$ cat src/rtl/execute_pkg.sv
// execute_pkg
//   Shared definitions for the execute stage slice.
//   - alu_op_e    : 3-bit ALU operation codes
//   - FWD_*       : forwarding-select encodings for the operand muxes
//   The XOR/SLL/SRL codes only do anything when ALU_EXT_OPS_EN is defined.
//   Otherwise the ALU returns 0 for them.
package execute_pkg;

  typedef enum logic [2:0] {
    ALU_ADD = 3'b000,
    ALU_SUB = 3'b001,
    ALU_AND = 3'b010,
    ALU_OR  = 3'b011,
    ALU_XOR = 3'b100,
    ALU_SLT = 3'b101,
    ALU_SLL = 3'b110,
    ALU_SRL = 3'b111
  } alu_op_e;

  localparam logic [1:0] FWD_RF  = 2'b00;
  localparam logic [1:0] FWD_WB  = 2'b01;
  localparam logic [1:0] FWD_MEM = 2'b10;

endpackage

$ cat src/rtl/execute_cycle_alu.sv
// alu
//   Combinational XLEN-wide ALU used by the execute stage.
//   Arithmetic wraps modulo 2^XLEN.
//   Ports:
//     a, b   in  XLEN  operands
//     ctrl   in  3     operation select (execute_pkg::alu_op_e)
//     result out XLEN  operation result
//     zero   out 1     high when result is all zeros
//   Macro ALU_EXT_OPS_EN enables XOR, SLL and SRL (shift amount b[4:0]).
//   Without it, those codes return 0 and no shifter is built.
module alu
  import execute_pkg::*;
#(
  parameter int XLEN = 32
) (
  input  logic [XLEN-1:0] a,
  input  logic [XLEN-1:0] b,
  input  logic [2:0]      ctrl,
  output logic [XLEN-1:0] result,
  output logic            zero
);

  // Operation decode; unlisted or disabled codes fall through to zero
  always_comb begin
    result = '0;
    case (alu_op_e'(ctrl))
      ALU_ADD: result = a + b;
      ALU_SUB: result = a - b;
      ALU_AND: result = a & b;
      ALU_OR:  result = a | b;
      // SLT yields 1 or 0 in the low bit only
      ALU_SLT: result = {{(XLEN-1){1'b0}}, ($signed(a) < $signed(b))};
`ifdef ALU_EXT_OPS_EN
      ALU_XOR: result = a ^ b;
      ALU_SLL: result = a << b[4:0];
      ALU_SRL: result = a >> b[4:0];
`endif
      default: result = '0;
    endcase
  end

  assign zero = (result == '0);

endmodule

$ cat src/rtl/execute_cycle.sv
// execute_cycle
//   Execute stage of a 5-stage pipeline, plus the E-to-M pipeline register.
//   - Forwarding muxes select each operand from one of three sources:
//     the register file, the writeback result, or the registered ALU result.
//   - The ALU source-B mux, the ALU itself and the branch-target adder.
//   - Branch decision (PCSrcE) and branch target (PCTargetE) are
//     combinational outputs.
//   Ports:
//     clk, rst          clock and asynchronous active-high reset
//     *E inputs         E-stage controls, operands, PC, forwarding selects
//     ResultW           writeback result (forwarding source)
//     PCSrcE, PCTargetE combinational branch outputs
//     *M outputs        registered controls and data for the M stage
//   Macro ALU_EXT_OPS_EN (passed through to alu) enables XOR/SLL/SRL.
module execute_cycle
  import execute_pkg::*;
#(
  parameter int XLEN = 32,
  parameter int REGW = 5
) (
  input  logic            clk,
  input  logic            rst,
  input  logic            RegWriteE,
  input  logic            MemWriteE,
  input  logic            ResultSrcE,
  input  logic            BranchE,
  input  logic            ALUSrcE,
  input  logic [2:0]      ALUControlE,
  input  logic [XLEN-1:0] RD1_E,
  input  logic [XLEN-1:0] RD2_E,
  input  logic [XLEN-1:0] Imm_Ext_E,
  input  logic [REGW-1:0] RD_E,
  input  logic [XLEN-1:0] PCE,
  input  logic [XLEN-1:0] PCPlus4E,
  input  logic [XLEN-1:0] ResultW,
  input  logic [1:0]      ForwardA_E,
  input  logic [1:0]      ForwardB_E,
  output logic            PCSrcE,
  output logic [XLEN-1:0] PCTargetE,
  output logic            RegWriteM,
  output logic            MemWriteM,
  output logic            ResultSrcM,
  output logic [REGW-1:0] RD_M,
  output logic [XLEN-1:0] PCPlus4M,
  output logic [XLEN-1:0] WriteDataM,
  output logic [XLEN-1:0] ALU_ResultM
);

  logic [XLEN-1:0] src_a;
  logic [XLEN-1:0] fwd_b;
  logic [XLEN-1:0] src_b;
  logic [XLEN-1:0] alu_result;
  logic            alu_zero;

  // Forwarding muxes. FWD_MEM feeds back the registered ALU result, so
  // there is no combinational loop. Code 11 is unused and falls back to
  // the register file.
  always_comb begin
    case (ForwardA_E)
      FWD_WB:  src_a = ResultW;
      FWD_MEM: src_a = ALU_ResultM;
      default: src_a = RD1_E;
    endcase
    case (ForwardB_E)
      FWD_WB:  fwd_b = ResultW;
      FWD_MEM: fwd_b = ALU_ResultM;
      default: fwd_b = RD2_E;
    endcase
  end

  assign src_b = ALUSrcE ? Imm_Ext_E : fwd_b;

  alu #(
    .XLEN(XLEN)
  ) u_alu (
    .a     (src_a),
    .b     (src_b),
    .ctrl  (ALUControlE),
    .result(alu_result),
    .zero  (alu_zero)
  );

  assign PCSrcE    = BranchE & alu_zero;
  assign PCTargetE = PCE + Imm_Ext_E;

  // E-to-M register. There is no stall or enable. Reset clears it
  // asynchronously, which drops any instruction that is in flight.
  always_ff @(posedge clk or posedge rst) begin
    if (rst) begin
      RegWriteM   <= 1'b0;
      MemWriteM   <= 1'b0;
      ResultSrcM  <= 1'b0;
      RD_M        <= '0;
      PCPlus4M    <= '0;
      WriteDataM  <= '0;
      ALU_ResultM <= '0;
    end else begin
      RegWriteM   <= RegWriteE;
      MemWriteM   <= MemWriteE;
      ResultSrcM  <= ResultSrcE;
      RD_M        <= RD_E;
      PCPlus4M    <= PCPlus4E;
      WriteDataM  <= fwd_b;
      ALU_ResultM <= alu_result;
    end
  end

endmodule

$ cat config.mk
export PLATFORM = sky130hd
export DESIGN_NAME = execute_cycle
export DESIGN_NICKNAME = d
export VERILOG_FILES = /design/src/rtl/execute_pkg.sv /design/src/rtl/execute_cycle_alu.sv /design/src/rtl/execute_cycle.sv
export SDC_FILE = /design/constraint.sdc
export NUM_CORES = 1
export LEC_CHECK = 0
export BUFFER_PORTS_ARGS = -buffer_cell sky130_fd_sc_hd__buf_2
export CORE_MARGIN = 3
export CORE_UTILIZATION = 40
export DETAILED_ROUTE_END_ITERATION = 10
export GPL_TIMING_DRIVEN = 1
export PLACE_DENSITY_LB_ADDON = 0.3
export SLEW_MARGIN = 20
export SYNTH_ARGS = -nofsm -noshare
export SYNTH_HDL_FRONTEND = slang
export SYNTH_HIERARCHICAL = 1
export SYNTH_SLANG_ARGS = --single-unit
$ cat constraint.sdc
create_clock -name clk -period 28 [get_ports clk]
set_input_delay 8.4 -clock clk [delete_from_list [all_inputs] [get_ports clk]]
set_output_delay 8.4 -clock clk [all_outputs]
set_load 0.005 [all_outputs]
==> qor.yml, run 1 <==
run_status:
  run_status: "completed"
setup_path:
  cp_cell_sequence: "buf_2 -> inv_1 -> ha_1 -> buf_4 -> o21ai_0 -> mux2_2 -> inv_1 -> ha_1 -> a21o_1 -> a211oi_2 -> o2111ai_1 -> a31oi_1 -> or3_1 -> o211ai_1 -> o21a_1 -> a2111o_1 -> or4b_1 -> nor4_1 -> and4bb_1 -> and2_1 -> buf_2"
  endpoint: "PCSrcE"
  cp.arrival_ns: 14.00
  timing.rr.end: "ALU_ResultM[30]"
  r2r-start: "ALU_ResultM[3]"
  path_max_fanout: 64
  end_kind: "primary output"
  start_kind: "input port"
  reg2reg_depth: 14
  path_class: "in2out"
  cp_slowest_cell: "or4b_1"
  crit_required_ns: 19.60
  max_stage_delay_ns: 0.54
  crit_path_start: "ForwardB_E[0]"
  reg2reg_setup_slack_ns: 23.48
clock_network:
  postCtsSetupBuffers: 0
  clock_latency_ns: 0.36
  cts_inserted_buffers: 9
  holdBufCountCts: 0
  cts_tree: "yes"
  path_clk_slew_ns: 0.07
  cts_buffer_depth: 2
  cts-resized-gates: 0
  cts.sinks: 104
  cts_max_level: 3
  root_buffer: "clkbuf_16"
power:
  power.density_nw_per_um2: 48.9
  power.leakage_nw: 6.55
  total_power_mw: 0.654
  ir_worst_vdd_uv: 35.7
synth:
  synth.distinct_cells: 88
  avgSynthCellArea_um2: 7.91
  synth_nets: 1767
  async_reset_ff_share_pct: 100
  synth_top_area_cell: "dfrtp_1"
  synth_edf_count: 0
  ys_ff_latch: 104
  yosysMostFrequentCell: "nand2_1"
  seq_area_frac_synth_pct: 23.3
  syn_inst: 1411
  syn_area_um2: 11200
  synth_top_area_share_pct: 23.3
  yosysWarnings: 6
  synthTopCellsByArea: "dfrtp_1, ha_1, o21ai_0, nand2_1, a21oi_1"
  synth_common_cells: "nand2_1, ha_1, o21ai_0"
  ys.flop_type: "dfrtp_1"
sta:
  fmax_mhz: 44.6
  hold_viol: 0
  max-slew-margin-rel_pct: 28.5
  worst_pin_slew_ns: 1.05
  fin_skew_ns: 0.00600
  period_minus_slack_ns: 22.40
  setup_viol: 0
  drv_slew: 0
  finalSetupTns_ns: 0
  rsz0062_at_grt: "no"
  finalCritPeriodShare_pct: 80.0
final_layout:
  area_growth_syn_to_layout_pct: 20.0
  nFillCells: 2716
  drive_gt1_share_pct: 25.7
  register_area_um2: 2600
  nets: 2057
  multi_input_area_um2: 7850
die:
  dieArea_um2: 29900
  die_h_um: 173
  num_rows: 60
  die_w_um: 173
  core_area_um2: 27200
  io_pins: 348
  initial_core_util_pct: 41.0
placed_design:
  gp_congestion: 1.06
  dp_hpwl_um: 36600
  portBuffers: 347
route:
  drt_first_pass_iters: 6
  antenna_left: 0
  vias: 12328
  via_per_inst: 5.93
  wl_per_cell_um: 21.6
  wl_um: 45000
  drcViolationCount: 0
  drt_iter0_markers: 1713
global_routing:
  use_met2_pct: 47.1
  grt.met3_usage_pct: 6.13
  grt_start_max_net_pins: 67
  busiest_layer: "met2"
  grt.overflow.total: 0
  grt_pass1_vias: 11752
  antenna_found_initial: 1
  grt_usage_pct: 28.7
  grt_use_met1_pct: 37.4
  grt_pass1_wl_um: 68200
hold_path:
  hold_class: "reg2reg"
run:
  cap_violations: 0
-- per-stage QoR --
step	worst slack, ns	cell area (µm²)	cells	hold WS [ns]	utilization, %
floorplan	7.11	11200	1411	0.644	-
global placement	5.73	13100	2062	0.670	48.2
detailed placement	5.68	13100	2062	0.678	48.2
CTS	5.66	13400	2077	0.701	49.2
global route	5.32	13400	2078	0.776	49.3
finish	5.60	13400	2078	0.693	49.3
-- metal layers --
metal	part of all wire (%)	routed length (µm)
met1	40	18100
met2	47	21000
met3	9.6	4320
met4	3.4	1520
met5	0	0
-- sequential cells by signal, indices dropped and copies added (netlist names) --
name / cells
RD_M: 5
MemWriteM: 1
ALU_ResultM: 32
WriteDataM: 32
PCPlus4M: 32
ResultSrcM: 1
RegWriteM: 1
-- how the worst min path moves through the flow --
stage | start | to | slack [ns] | cells after the start
CTS | ALU_ResultM[22] | WriteDataM[22] | 0.70 | 2
global route | ALU_ResultM[22] | WriteDataM[22] | 0.78 | 2
detailed placement | ALU_ResultM[22] | WriteDataM[22] | 0.68 | 2
global placement | ALU_ResultM[22] | WriteDataM[22] | 0.67 | 2
finish | ALU_ResultM[11] | WriteDataM[11] | 0.69 | 2
floorplan | ALU_ResultM[0] | WriteDataM[0] | 0.64 | 2
-- critical path: cells and delay by family --
kind	cells	cell delay [ns]
AND/OR/NAND/NOR	5	1.47
multiplexers	1	0.36
adder cells (fa/ha/maj)	2	0.67
AO/OA/AOI/OAI	8	2.31
buffers and inverters	5	0.79
-- cells in the final DEF (no fill, tap or decap), drive strengths merged, types with 27 or more instances in the layout --
cell type	synthesis	final
a211oi	27	27
a21o	30	30
a21oi	108	108
a22oi	67	67
buf	25	356
dfrtp	104	104
ha	142	142
inv	101	103
mux2	33	33
nand2	147	147
nand3	33	33
nor2	110	110
o21ai	137	137
xnor2	34	34
-- kinds of logic after synthesis --
group                      after synthesis  share of synthesized area, %
buffers and inverters                  178                          6.30
xor gates and xnor gates                52                          4.08
AOI/OAI and AO/OA                      506                          30.1
adders and majority gates              145                          16.5
and+or+nand+nor                        389                          15.9
DFF                                    104                          23.3
muxes                                   37                          3.80
-- area by class of cell --
| type | count | area share, % |
|---|---|---|
| multi-input cells | 1129 | 58.6 |
| flip-flops and latches | 104 | 19.4 |
| repair buffers | 356 | 13.5 |
| well taps | 372 | 3.48 |
| inverters | 101 | 2.85 |
| clock buffers | 9 | 1.68 |
| clock inverters | 6 | 0.411 |
| diodes | 1 | 0.0187 |
-- power breakdown --
group / internal, mW / total (mW) / switching, mW
registers: 0.167 / 0.180 / 0.0134
clock network: 0.0615 / 0.124 / 0.0629
logic: 0.133 / 0.350 / 0.217
Note: power is estimated with default switching activity, not from simulation.
==> run 2: changes to the inputs <==
- clock period: 28 -> 19.1 ns (I/O delays scaled with it)
==> qor.yml, run 2 (same netlist as run 1, synthesis figures left out) <==
placed_design:
  portBuffers: 347
  gp_congestion: 1.04
  dp_hpwl_um: 37200
global_routing:
  grt_start_max_net_pins: 78
  grt_use_met1_pct: 37.8
  grt_usage_pct: 28.8
  antenna_found_initial: 4
  grt.overflow.total: 0
  grt_pass1_wl_um: 68200
  grt.met3_usage_pct: 5.03
  grt_pass1_vias: 11671
  use_met2_pct: 48.7
  busiest_layer: "met2"
final_layout:
  nets: 2058
  fin_util_pct: 49.3
  final_common_cell: "buf_2"
  final_cell_mix: "buf_2, nand2_1, ha_1"
  largestRegisters: "ALU_ResultM: 32 flops, PCPlus4M: 32 flops, WriteDataM: 32 flops"
  area_growth_syn_to_layout_pct: 20.1
  drive_gt1_share_pct: 25.7
sta:
  drv_slew: 0
  max-slew-margin-rel_pct: 35.6
  hold_viol: 0
  finalSetupTns_ns: 0
  worst_pin_slew_ns: 0.967
  fin_skew_ns: 0.00950
  rsz0062_at_grt: "no"
  setup_viol: 0
  period_minus_slack_ns: 17.29
  fmax_mhz: 57.8
  hold_slack_ns: 0.716
  finalCritPeriodShare_pct: 90.5
hold_path:
  holdPathEnd: "WriteDataM[11]"
  worstHoldStart: "ALU_ResultM[11]"
  hold_class: "reg2reg"
  min_path_cells: 2
clock_network:
  path_clk_slew_ns: 0.07
  cts_tree: "yes"
  root_buffer: "clkbuf_16"
  cts_max_level: 3
  cts-resized-gates: 0
  clock_latency_ns: 0.36
  cts_buffer_depth: 2
  cts.sinks: 104
  cts_inserted_buffers: 9
  holdBufCountCts: 0
  postCtsSetupBuffers: 0
setup_path:
  reg2reg_depth: 15
  reg2reg_setup_slack_ns: 14.67
  cp.arrival_ns: 11.56
  r2r-start: "ALU_ResultM[10]"
  path_class: "in2out"
  path_max_fanout: 43
  timing.rr.end: "ALU_ResultM[30]"
  end_kind: "primary output"
  start_kind: "input port"
  crit_required_ns: 13.37
route:
  drt_first_pass_iters: 6
  antenna_left: 0
  wl_um: 45700
  via_per_inst: 5.95
  vias: 12383
  wl_per_cell_um: 21.9
  drcViolationCount: 0
  drt_iter0_markers: 1801
power:
  power.density_nw_per_um2: 71.8
  power.leakage_nw: 6.55
  ir_worst_vdd_uv: 34.3
die:
  io_pins: 348
  die_h_um: 173
  die_w_um: 173
  num_rows: 60
  initial_core_util_pct: 41.0
  dieArea_um2: 29900
  core_area_um2: 27200
run:
  cap_violations: 0
run_status:
  run_status: "completed"
run 2: worst max-delay path by stage:
stage / startpoint / to / slack [ns] / depth (start not counted)
finish: ForwardA_E[0] / PCSrcE / 1.81 / 21
global route: ForwardB_E[0] / PCSrcE / 1.48 / 20
CTS: ForwardB_E[0] / PCSrcE / 1.91 / 20
detailed placement: ForwardB_E[0] / PCSrcE / 1.92 / 20
global placement: ForwardB_E[0] / PCSrcE / 1.97 / 20
floorplan: ForwardB_E[0] / PCSrcE / 3.55 / 21
run 2: layer usage:
layer	routed length [µm]	vias to the layer above
met2	21900	688
met1	18400	5912
li1	-	5686
met5	0	-
met3	4090	97
met4	1220	0
run 2: layout make-up:
cell class | instances | area, µm²
diodes | 4 | 10.0
clock buffers | 9 | 225
inverters | 101 | 382
well taps | 372 | 465
flip-flops and latches | 104 | 2600
multi-input cells | 1129 | 7850
repair buffers | 357 | 1810
fillers | 2701 | 13800
clock inverters | 6 | 53.8
run 2: report_power, final:
part	switching [mW]	internal (mW)	total [mW]
Combinational	0.320	0.196	0.516
Clock	0.0941	0.0903	0.184
Sequential	0.0182	0.244	0.262
Total	0.432	0.530	0.963
run 2: stage by stage:
step,worst slack [ns],instances,area (µm²),power (mW)
after floorplan,3.55,1411,11200,0.589
after global placement,1.97,2063,13100,0.765
after detailed placement,1.92,2063,13100,0.769
after CTS,1.91,2078,13400,0.955
after global routing,1.48,2082,13400,1.02
final,1.81,2082,13400,0.963
run 2: critical path: stages:
cell and delay, ns:
buf_2 0.10, inv_1 0.05, ha_1 0.70, buf_4 0.48, nand2_1 0.08, o21ai_0 0.22
inv_1 0.09, ha_1 0.60, nor2b_1 0.12, or4_1 0.51, o32a_1 0.20, and2_1 0.20
a21boi_1 0.45, nand4b_1 0.19, nand3_1 0.19, a211o_1 0.32, or4_1 0.41, nor4_1 0.42
and4bb_1 0.25, and2_1 0.11, buf_2 0.10
==> run 3: changes to the inputs <==
- CORE_UTILIZATION: 40 -> 48
- HOLD_SLACK_MARGIN: unset -> 0.1
==> qor.yml, run 3 (same netlist as run 1, synthesis figures left out) <==
route:
  drcViolationCount: 0
  drt_iter0_markers: 1275
  vias: 12347
  wl_per_cell_um: 23.2
  drt_first_pass_iters: 5
  wl_um: 46300
  via_per_inst: 6.18
  antenna_left: 0
placed_design:
  portBuffers: 347
  dp_hpwl_um: 38100
  dpl_worst_slack_ns: 1.96
  gp_congestion: 1.06
  dpl_cell_area_um2: 13000
die:
  die_w_um: 158
  io_pins: 348
  num_rows: 55
  die_h_um: 158
  initial_core_util_pct: 49.1
  core_area_um2: 22700
  dieArea_um2: 25100
setup_path:
  cp.arrival_ns: 11.64
  r2r-start: "ALU_ResultM[11]"
  reg2reg_setup_slack_ns: 14.64
  path_class: "in2out"
  end_kind: "primary output"
  max_stage_delay_ns: 0.88
  start_kind: "input port"
  endpoint: "PCSrcE"
  cp_slowest_cell: "a2111oi_0"
  cp_top_family: "compound AO/OA/AOI/OAI gates"
  crit_path_start: "ForwardB_E[0]"
  reg2reg_depth: 15
  timing.rr.end: "ALU_ResultM[30]"
  crit_required_ns: 13.37
  path_max_fanout: 26
  path_depth: 21
  cp_cell_sequence: "buf_2 -> inv_1 -> ha_1 -> a22oi_1 -> o21ai_0 -> mux2_2 -> inv_1 -> ha_1 -> nor2_1 -> o21ai_0 -> a2111oi_0 -> nor4_1 -> nor2_2 -> nand2_1 -> a221oi_1 -> a21o_1 -> or4b_1 -> nor4_1 -> and4bb_1 -> and2_1 -> buf_2"
  crit_buf_inv: 4
clock_network:
  holdBufCountCts: 0
  cts.sinks: 104
  cts-resized-gates: 0
  postCtsSetupBuffers: 0
  cts_buffer_depth: 2
  root_buffer: "clkbuf_16"
  path_clk_slew_ns: 0.07
  cts_inserted_buffers: 9
  cts_max_level: 3
  clock_latency_ns: 0.36
  cts_tree: "yes"
power:
  share_comb_of_total_power_pct: 53.7
  power.leakage_nw: 6.55
  ir_worst_vdd_uv: 49.0
  p_sw_mw: 0.436
  power.density_nw_per_um2: 72.7
  seq_power_share_pct: 27.4
  clockPowerShare_pct: 18.9
  switching_share_pct: 45.2
  p_int_mw: 0.530
sta:
  fin_ws_ns: 1.73
  fin_skew_ns: 0.0104
  fmax_mhz: 57.6
  finalCritPeriodShare_pct: 90.9
  rsz0062_at_grt: "no"
  max-slew-margin-rel_pct: 30.4
  drv_slew: 0
  hold_viol: 0
  period_minus_slack_ns: 17.37
  worst_pin_slew_ns: 1.04
  finalSetupTns_ns: 0
  setup_viol: 0
global_routing:
  grt_usage_pct: 34.9
  antenna_found_initial: 8
  grt_pass1_wl_um: 67500
  grt.overflow.total: 0
  grt_start_max_net_pins: 78
  grt_pass1_vias: 11469
final_layout:
  area_growth_syn_to_layout_pct: 19.2
  largestRegisters: "ALU_ResultM: 32 flops, PCPlus4M: 32 flops, WriteDataM: 32 flops"
  final_common_cell: "buf_2"
  drive_gt1_share_pct: 25.7
  design_area_um2: 13300
  final_cell_mix: "buf_2, nand2_1, ha_1"
  nFillCells: 2242
  nets: 2057
run:
  cap_violations: 0
run_status:
  run_status: "completed"
hold_path:
  hold_class: "reg2reg"
## run 3: changes by cell type in the layout (fill, tap and decap cells not counted)
cell / previous run / this run
inv_8: 2 / 1
buf_4: 10 / 9
clkinvlp_4: 3 / 1
diode_2: 4 / 8
clkinv_4: 0 / 3
## run 3: routing by layer
layer | GRT usage (%) | share of wire, % | vias up
met5 | 0 | 0.095 | -
met3 | 6.31 | 9.7 | 115
li1 | - | - | 5697
met2 | 55.6 | 46 | 691
met4 | 14.4 | 4.1 | 2
met1 | 46.8 | 40 | 5842
## run 3: tightest hold or removal path: cells and delay by family (launching register included)
kind / cells / cell delay [ns]
AO/OA/AOI/OAI: 2 / 0.28
flip-flops: 1 / 0.39
## run 3: final cells by class
| cell class | instances | area, µm² | share of cell area (%) |
|---|---|---|---|
| multi-input combinational | 1129 | 7850 | 59.0 |
| sequential | 104 | 2600 | 19.6 |
| timing repair buffer | 356 | 1800 | 13.6 |
| inverter | 101 | 382 | 2.87 |
| tap | 285 | 357 | 2.68 |
| clock buffer | 9 | 225 | 1.69 |
| clock inverter | 6 | 53.8 | 0.405 |
| antenna | 8 | 20.0 | 0.151 |
## run 3: worst min path at each step
stage / from / endpoint / depth (start not counted) / slack (ns)
after floorplan: ALU_ResultM[0] / WriteDataM[0] / 2 / 0.64
after global placement: ALU_ResultM[14] / WriteDataM[14] / 2 / 0.70
after detailed placement: ALU_ResultM[16] / WriteDataM[16] / 2 / 0.69
after CTS: ALU_ResultM[16] / WriteDataM[16] / 2 / 0.71
after global routing: ALU_ResultM[0] / WriteDataM[0] / 2 / 0.79
final: ALU_ResultM[16] / WriteDataM[16] / 2 / 0.70
## run 3: power by group through the flow
stage | registers (mW) | logic [mW] | clock network [mW]
6_report | 0.265 | 0.519 | 0.183
5_1_grt | 0.266 | 0.564 | 0.195
4_1_cts | 0.264 | 0.506 | 0.185
3_5_place_dp | 0.268 | 0.503 | 0
3_3_place_gp | 0.269 | 0.499 | 0
2_1_floorplan | 0.263 | 0.326 | 0
## run 3: stage by stage
step,utilization [%],total power [mW],hold slack (ns),std cells
after floorplan,-,0.589,0.644,1411
after global placement,57.2,0.768,0.696,1975
after detailed placement,57.2,0.771,0.695,1975
after CTS,58.4,0.954,0.706,1990
after global routing,58.5,1.02,0.793,1997
final,58.5,0.966,0.702,1998
